File: config.mk
export PLATFORM = sky130hd
export DESIGN_NAME = regfile_bank
export DESIGN_NICKNAME = d
export VERILOG_FILES = /design/src/rtl/regfile_bank_pkg.sv /design/src/rtl/regfile_bank_scrub_ctrl.sv /design/src/rtl/regfile_bank.sv
export SDC_FILE = /design/constraint.sdc
export NUM_CORES = 2
export LEC_CHECK = 0
export ABC_CLOCK_PERIOD_IN_PS = 5200
export CAP_MARGIN = 10
export CELL_PAD_IN_SITES_DETAIL_PLACEMENT = 0
export CELL_PAD_IN_SITES_GLOBAL_PLACEMENT = 1
export CORE_MARGIN = 4
export CORE_UTILIZATION = 35
export DETAILED_ROUTE_END_ITERATION = 12
export GPL_TIMING_DRIVEN = 0
export PLACE_DENSITY_LB_ADDON = 0.1
export SETUP_SLACK_MARGIN = 0.1
export SLEW_MARGIN = 30
export SYNTH_ARGS = -nofsm -noshare
export SYNTH_HDL_FRONTEND = slang
export SYNTH_HIERARCHICAL = 1
export SYNTH_SLANG_ARGS = --single-unit
File: constraint.sdc
create_clock -name clk -period 5.2 [get_ports clk]
set_clock_uncertainty 0.2 [all_clocks]
set_input_delay 1.04 -clock clk [delete_from_list [all_inputs] [get_ports clk]]
set_output_delay 1.04 -clock clk [all_outputs]
set_load 0.01 [all_outputs]
File: src/rtl/regfile_bank_pkg.sv
// Shared definitions for the regfile_bank register file.
//   scrub_state_e : scrub controller FSM encoding (S_SCRUB / S_READY)
//   DEF_DATA_W    : default register width
//   DEF_ADDR_W    : default address width (DEPTH = 2**ADDR_W)
//   REG_*         : MIPS register index constants
package regfile_bank_pkg;

  typedef enum logic {
    S_SCRUB = 1'b0,
    S_READY = 1'b1
  } scrub_state_e;

  localparam int DEF_DATA_W = 32;
  localparam int DEF_ADDR_W = 5;

  localparam int REG_ZERO = 0;
  localparam int REG_V0   = 2;
  localparam int REG_A0   = 4;
  localparam int REG_RA   = 31;

endpackage

File: src/rtl/regfile_bank_scrub_ctrl.sv
// Reset scrub controller for regfile_bank.
// When SCRUB=1 a synchronous reset parks the FSM in S_SCRUB with cnt=0; each
// following posedge clears entry cnt and advances. The edge that clears entry
// DEPTH-1 moves the FSM to S_READY, so busy is high for exactly DEPTH cycles.
// When SCRUB=0 reset goes straight to S_READY (the top clears the array itself).
// Ports:
//   clk, rst    : clock, synchronous active-high reset
//   busy        : 1 while scrubbing
//   scrub_we    : clear strobe for the array
//   scrub_addr  : entry being cleared
//   state_o     : current FSM state
module regfile_bank_scrub_ctrl
  import regfile_bank_pkg::*;
#(
  parameter int ADDR_W = DEF_ADDR_W,
  parameter bit SCRUB  = 1'b1
) (
  input  logic              clk,
  input  logic              rst,
  output logic              busy,
  output logic              scrub_we,
  output logic [ADDR_W-1:0] scrub_addr,
  output scrub_state_e      state_o
);

  localparam logic [ADDR_W-1:0] LAST_ADDR = '1;

  scrub_state_e      state_q, state_d;
  logic [ADDR_W-1:0] cnt_q, cnt_d;

  always_comb begin
    state_d = state_q;
    cnt_d   = cnt_q;
    if (rst) begin
      state_d = SCRUB ? S_SCRUB : S_READY;
      cnt_d   = '0;
    end else if (state_q == S_SCRUB) begin
      // Counter stops at the last entry instead of wrapping.
      if (cnt_q == LAST_ADDR) begin
        state_d = S_READY;
      end else begin
        cnt_d = cnt_q + 1'b1;
      end
    end
  end

  always_ff @(posedge clk) begin
    state_q <= state_d;
    cnt_q   <= cnt_d;
  end

  assign busy       = (state_q == S_SCRUB);
  assign scrub_we   = (state_q == S_SCRUB) && !rst;
  assign scrub_addr = cnt_q;
  assign state_o    = state_q;

endmodule

File: src/rtl/regfile_bank.sv
// Parametrised MIPS general-purpose register file.
// Two combinational read ports (rs/rt) with optional same-cycle write bypass
// and a hardwired zero register, one write port, a handshaked debug read port
// and two registered watch taps. The array has a single write port (scrub or
// port write) so it can map to RAM when SCRUB=1.
// Ports:
//   clk, rst               : clock, synchronous active-high reset
//   rs_addr/rs_data        : read port A (combinational)
//   rt_addr/rt_data        : read port B (combinational)
//   we/wr_addr/wr_data     : write port
//   busy                   : scrub in progress; writes/debug dropped, reads 0
//   dbg_req/dbg_addr       : debug read request (one-cycle pulse per read)
//   dbg_valid/dbg_data     : debug response, one cycle after request;
//                            dbg_data holds until the next accepted request
//   watch0/watch1          : registered copies of entries WATCH0_IDX/WATCH1_IDX
// Debug handshake: a request is accepted on any posedge where dbg_req=1, the
// FSM is in S_READY and rst=0; the response (pre-edge array value, never
// bypassed) appears with dbg_valid=1 for exactly the following cycle.
module regfile_bank
  import regfile_bank_pkg::*;
#(
  parameter int DATA_W     = DEF_DATA_W,
  parameter int ADDR_W     = DEF_ADDR_W,
  parameter bit ZERO_REG   = 1'b1,
  parameter bit BYPASS     = 1'b1,
  parameter bit SCRUB      = 1'b1,
  parameter int WATCH0_IDX = REG_V0,
  parameter int WATCH1_IDX = REG_A0
) (
  input  logic              clk,
  input  logic              rst,
  input  logic [ADDR_W-1:0] rs_addr,
  input  logic [ADDR_W-1:0] rt_addr,
  output logic [DATA_W-1:0] rs_data,
  output logic [DATA_W-1:0] rt_data,
  input  logic              we,
  input  logic [ADDR_W-1:0] wr_addr,
  input  logic [DATA_W-1:0] wr_data,
  output logic              busy,
  input  logic              dbg_req,
  input  logic [ADDR_W-1:0] dbg_addr,
  output logic              dbg_valid,
  output logic [DATA_W-1:0] dbg_data,
  output logic [DATA_W-1:0] watch0,
  output logic [DATA_W-1:0] watch1
);

  localparam int DEPTH = 1 << ADDR_W;
  localparam logic [ADDR_W-1:0] ZERO_ADDR = ADDR_W'(REG_ZERO);
  localparam logic [ADDR_W-1:0] W0_ADDR   = ADDR_W'(WATCH0_IDX);
  localparam logic [ADDR_W-1:0] W1_ADDR   = ADDR_W'(WATCH1_IDX);

  scrub_state_e      scrub_state;
  logic              scrub_we;
  logic [ADDR_W-1:0] scrub_addr;

  regfile_bank_scrub_ctrl #(
    .ADDR_W (ADDR_W),
    .SCRUB  (SCRUB)
  ) u_scrub_ctrl (
    .clk        (clk),
    .rst        (rst),
    .busy       (busy),
    .scrub_we   (scrub_we),
    .scrub_addr (scrub_addr),
    .state_o    (scrub_state)
  );

  logic [DATA_W-1:0] mem_q [DEPTH];

  logic              ready;
  logic              port_we;
  logic              arr_we;
  logic [ADDR_W-1:0] arr_addr;
  logic [DATA_W-1:0] arr_data;

  assign ready = (scrub_state == S_READY) && !rst;

  // A write to the zero register is suppressed entirely, including bypass.
  assign port_we = ready && we && !(ZERO_REG && (wr_addr == ZERO_ADDR));

  always_comb begin
    arr_we   = port_we;
    arr_addr = wr_addr;
    arr_data = wr_data;
    if (scrub_we) begin
      arr_we   = 1'b1;
      arr_addr = scrub_addr;
      arr_data = '0;
    end
  end

  always_ff @(posedge clk) begin
    if (!SCRUB && rst) begin
      for (int i = 0; i < DEPTH; i++) begin
        mem_q[i] <= '0;
      end
    end else if (arr_we) begin
      mem_q[arr_addr] <= arr_data;
    end
  end

  // Array contents as seen by readers, with the zero register forced to 0.
  function automatic logic [DATA_W-1:0] stored_val(input logic [ADDR_W-1:0] a,
                                                   input logic [DATA_W-1:0] word);
    if (ZERO_REG && (a == ZERO_ADDR)) return '0;
    return word;
  endfunction

  // Value an entry will hold after this edge (port write applied).
  function automatic logic [DATA_W-1:0] post_write(input logic [ADDR_W-1:0] a,
                                                   input logic [DATA_W-1:0] word);
    if (port_we && (wr_addr == a)) return wr_data;
    return stored_val(a, word);
  endfunction

  always_comb begin
    rs_data = '0;
    rt_data = '0;
    if (!busy) begin
      rs_data = stored_val(rs_addr, mem_q[rs_addr]);
      rt_data = stored_val(rt_addr, mem_q[rt_addr]);
      if (BYPASS && port_we && (wr_addr == rs_addr)) rs_data = wr_data;
      if (BYPASS && port_we && (wr_addr == rt_addr)) rt_data = wr_data;
    end
  end

  logic              dbg_valid_q, dbg_valid_d;
  logic [DATA_W-1:0] dbg_data_q,  dbg_data_d;
  logic [DATA_W-1:0] watch0_q,    watch0_d;
  logic [DATA_W-1:0] watch1_q,    watch1_d;

  always_comb begin
    dbg_valid_d = 1'b0;
    dbg_data_d  = dbg_data_q;
    watch0_d    = '0;
    watch1_d    = '0;
    if (rst) begin
      dbg_data_d = '0;
    end else if (ready) begin
      if (dbg_req) begin
        dbg_valid_d = 1'b1;
        dbg_data_d  = stored_val(dbg_addr, mem_q[dbg_addr]);
      end
      watch0_d = post_write(W0_ADDR, mem_q[W0_ADDR]);
      watch1_d = post_write(W1_ADDR, mem_q[W1_ADDR]);
    end
  end

  always_ff @(posedge clk) begin
    dbg_valid_q <= dbg_valid_d;
    dbg_data_q  <= dbg_data_d;
    watch0_q    <= watch0_d;
    watch1_q    <= watch1_d;
  end

  assign dbg_valid = dbg_valid_q;
  assign dbg_data  = dbg_data_q;
  assign watch0    = watch0_q;
  assign watch1    = watch1_q;

endmodule

==> out/qor.yml <==
yosysWarnings: 6
setup_viol: 3
power_density_nw_per_um2: 295.8
synth_ff_type: "edfxtp_1"
synth_mux_area_frac: 0.3204
synthAdderAreaFrac: 0.0004168
wl_per_cell_um: 50.50
start_util: 0.3531
max_slew_margin: 0.1281
synth_nets: 3582
via_per_inst: 6.916
fmax_ghz: 0.1878
clk_pin_slew_worst_paths_ns: 0.06
clk_latency_ns: 0.82
final_nets: 4078
hold_violations: 0
synth-edff-count: 1024
finalCriticalPeriod_ns: 5.325
drtIter0Drc: 7242
criticalPathCategory: "primary input to flip-flop"
drc: 0
syn_inst: 3524
die_h_um: 422.2
period_share: 1.024
grt-ovfl-total: 0
grt_pass1_wl_mm: 414.1
reg2reg_setup_slack_ns: 1.28
min_to: "dbg_data[13]"
place_congestion: 0.9486
root_buffer: "clkbuf_16"
hpwl_mm: 232.7
worstPathRequired_ns: 5.63
totalWireLength_mm: 320.8
cts_hold_buffers: 0
finalSetupTns_ns: -0.2079
io_buffers: 205
detail-route-antenna-nets: 0
fp-row-count: 151
synthesis.area_um2: 60040
grt_max_degree: 33
io_pins: 218
synth_cell_types: 61
maxCapViolCount: 0
synth_compound_area_frac: 0.07063
cp-end-kind: "flip-flop"
firstDrtPassIters: 5
hold_depth: 1
vias: 43930
ys_async_sr_fraction: 0
violations: "negative setup slack"
synthSimpleGateAreaFrac: 0.03237
cp_max_fo: 11
dieWidth_um: 422.2
htree_levels: 4
cts_sinks: 1127
antenna_found_initial: 15
crit_arrival_ns: 5.76
fin_hold_ws_ns: 0.3081
synth_top_family_by_area: "multiplexers"
r2r.worst_path.cells: 8
reg2reg_from: "u_scrub_ctrl/state_o"
grt_usage: 0.3531
multi_input_area_um2: 27300
hold_path.class: "flip-flop to flip-flop"
rsz0062_at_grt: "yes"
critPathLaunchType: "primary input"
cts_tree: "done"
avgSynthCellArea_um2: 17.04
drive_gt1_frac: 0.3913
fillers: 14830
r2r-end: "mem_q[29][14]"
numCtsBuffers: 137
holdCritStartpoint: "dbg_data[13]"
yosys_register_bits: 1127
dieArea_um2: 178200
cts_buffer_depth: 3
grt_pass1_vias: 42470
synth_xor_area_frac: 0.001751
worst_pin_slew_ns: 1.294
leakagePower_uw: 0.02488
layout_setup_ws_ns: -0.1249
regArea_um2: 32810
outcome: "finished, violations left"
syn_to_final_growth_pct: 25.96
core_area_um2: 170000
ir_drop_v: 0.0002426
slew_viol_final: 0
synth-seq-area-share: 0.5465
[layer usage]
layer	share of wire	routed length, um	global-route usage	up-vias
met2	0.44	142200	0.5317	3540
met5	0.00039	124	0.003226	-
li1	-	-	-	16140
met1	0.36	115100	0.4356	23390
met4	0.067	21650	0.1932	8
met3	0.13	41760	0.1399	850
[worst max-delay path, cell delays in order]
cell and delay (ns):
clkdlybuf4s50_1 0.69, buf_4 0.44, buf_2 0.65, buf_2 0.69
clkbuf_4 0.66, mux4_2 0.39, a221oi_1 0.98, o31ai_1 0.13
[flip-flops by register name, summed over array words and instances, names as in the netlist]
signal / count
watch1: 32
mem_q: 1024
dbg_data: 32
watch0: 32
u_scrub_ctrl/state_o: 1
u_scrub_ctrl/scrub_addr: 5
dbg_valid: 1
[synthesized netlist by cell type (5+ instances only)]
cell,count,share of area
buf_6,12,0.0023
mux2i_1,259,0.043
o31ai_1,5,0.00063
o22ai_1,8,0.00083
nand2_1,234,0.015
xnor2_1,7,0.0010
buf_4,38,0.0048
mux4_2,708,0.27
buf_2,94,0.0078
a22o_1,13,0.0019
o221ai_1,51,0.0074
a211o_1,36,0.0053
nor2_1,48,0.0030
a21oi_1,46,0.0038
a211oi_1,133,0.017
xor2_1,5,0.00073
a221o_1,17,0.0028
nor3_1,6,0.00050
nand3_1,6,0.00050
a22oi_1,49,0.0061
clkbuf_1,174,0.011
a32o_1,13,0.0022
edfxtp_1,1024,0.51
a32oi_1,35,0.0051
buf_1,18,0.0011
mux2_2,61,0.011
inv_1,9,0.00056
o21ai_0,116,0.0097
o211ai_1,32,0.0040
dfxtp_1,103,0.034
nor2b_1,105,0.011
a221oi_1,12,0.0018
[cells by family after synthesis]
kind of cell / Yosys count
AO/OA/AOI/OAI: 583
AND/OR/NAND/NOR: 422
XOR/XNOR: 12
buffers and inverters: 349
adder cells (fa/ha/maj): 2
multiplexers: 1029
flip-flops: 1127
[layout by cell type (no fill, tap or decap), types with 14 or more instances in the layout]
cell type	n
clkdlybuf4s50_1	198
a211oi_1	89
buf_2	55
mux2i_1	229
mux4_2	708
clkbuf_1	80
a211o_1	31
o211ai_1	32
nor2_4	34
mux2_2	61
buf_8	24
a211oi_4	14
clkbuf_2	82
edfxtp_1	1024
mux2i_4	21
nand2_1	221
a21oi_1	44
buf_6	29
clkinv_1	22
dfxtp_1	103
nor2b_1	73
a32oi_2	16
clkbuf_8	26
a221o_1	17
buf_16	126
a211oi_2	30
a22oi_1	49
clkbuf_16	141
clkbuf_4	34
o21ai_0	102
buf_12	20
o21ai_1	14
nor2b_4	32
buf_4	61
clkinv_2	17
o221ai_1	51
[stage by stage]
| stage | instance area [um2] | setup WS (ns) | power (uW) | cells | util |
|---|---|---|---|---|---|
| 2_1_floorplan | 60040 | 1.080 | 11560 | 3524 | - |
| 3_3_place_gp | 64860 | -3.166 | 12780 | 5947 | 0.3815 |
| 3_5_place_dp | 69320 | -1.971 | 12990 | 6091 | 0.4077 |
| 4_1_cts | 75350 | 0.02809 | 22260 | 6343 | 0.4432 |
| 5_1_grt | 75610 | 0.03367 | 22800 | 6345 | 0.4446 |
| 6_report | 75620 | -0.1249 | 22370 | 6352 | 0.4447 |
[where the power goes]
part / total (uW) / internal, uW / switching (uW) / leakage, uW
sequential: 10000 / 9960 / 54.4 / 0.0102
clock: 9310 / 5170 / 4140 / 0.00204
combinational: 3050 / 1120 / 1930 / 0.0126
total: 22400 / 16300 / 6120 / 0.0249
[worst max-delay path by stage]
stage | startpoint | to | slack, ns
5_1_grt | rt_addr[2] | rt_data[0] | 0.03
3_3_place_gp | rst | mem_q[0][12] | -3.17
3_5_place_dp | rs_addr[1] | rs_data[5] | -1.97
2_1_floorplan | rst | mem_q[0][0] | 1.08
6_report | dbg_addr[1] | dbg_data[24] | -0.12
4_1_cts | rt_addr[2] | rt_data[2] | 0.03
[timing repair]
| action | in CTS | in global routing |
|---|---|---|
| buffers inserted | 6 | 0 |
| setup endpoints to repair | 66 | 61 |
| pin swaps | 40 | 7 |
| gates resized for setup | 451 | 52 |
[cell type report]
type                            count  share of cell area
Sequential cell                  1127              0.4339
Multi-Input combinational cell   2048              0.3610
Timing Repair Buffer              357             0.07740
Clock buffer                      188             0.04907
Tap cell                         2218             0.03670
Buffer                            339             0.03476
Clock inverter                     58            0.006403
Inverter                           10           0.0005129
Antenna cell                        7           0.0002316
(Power assumes the default switching activity.)
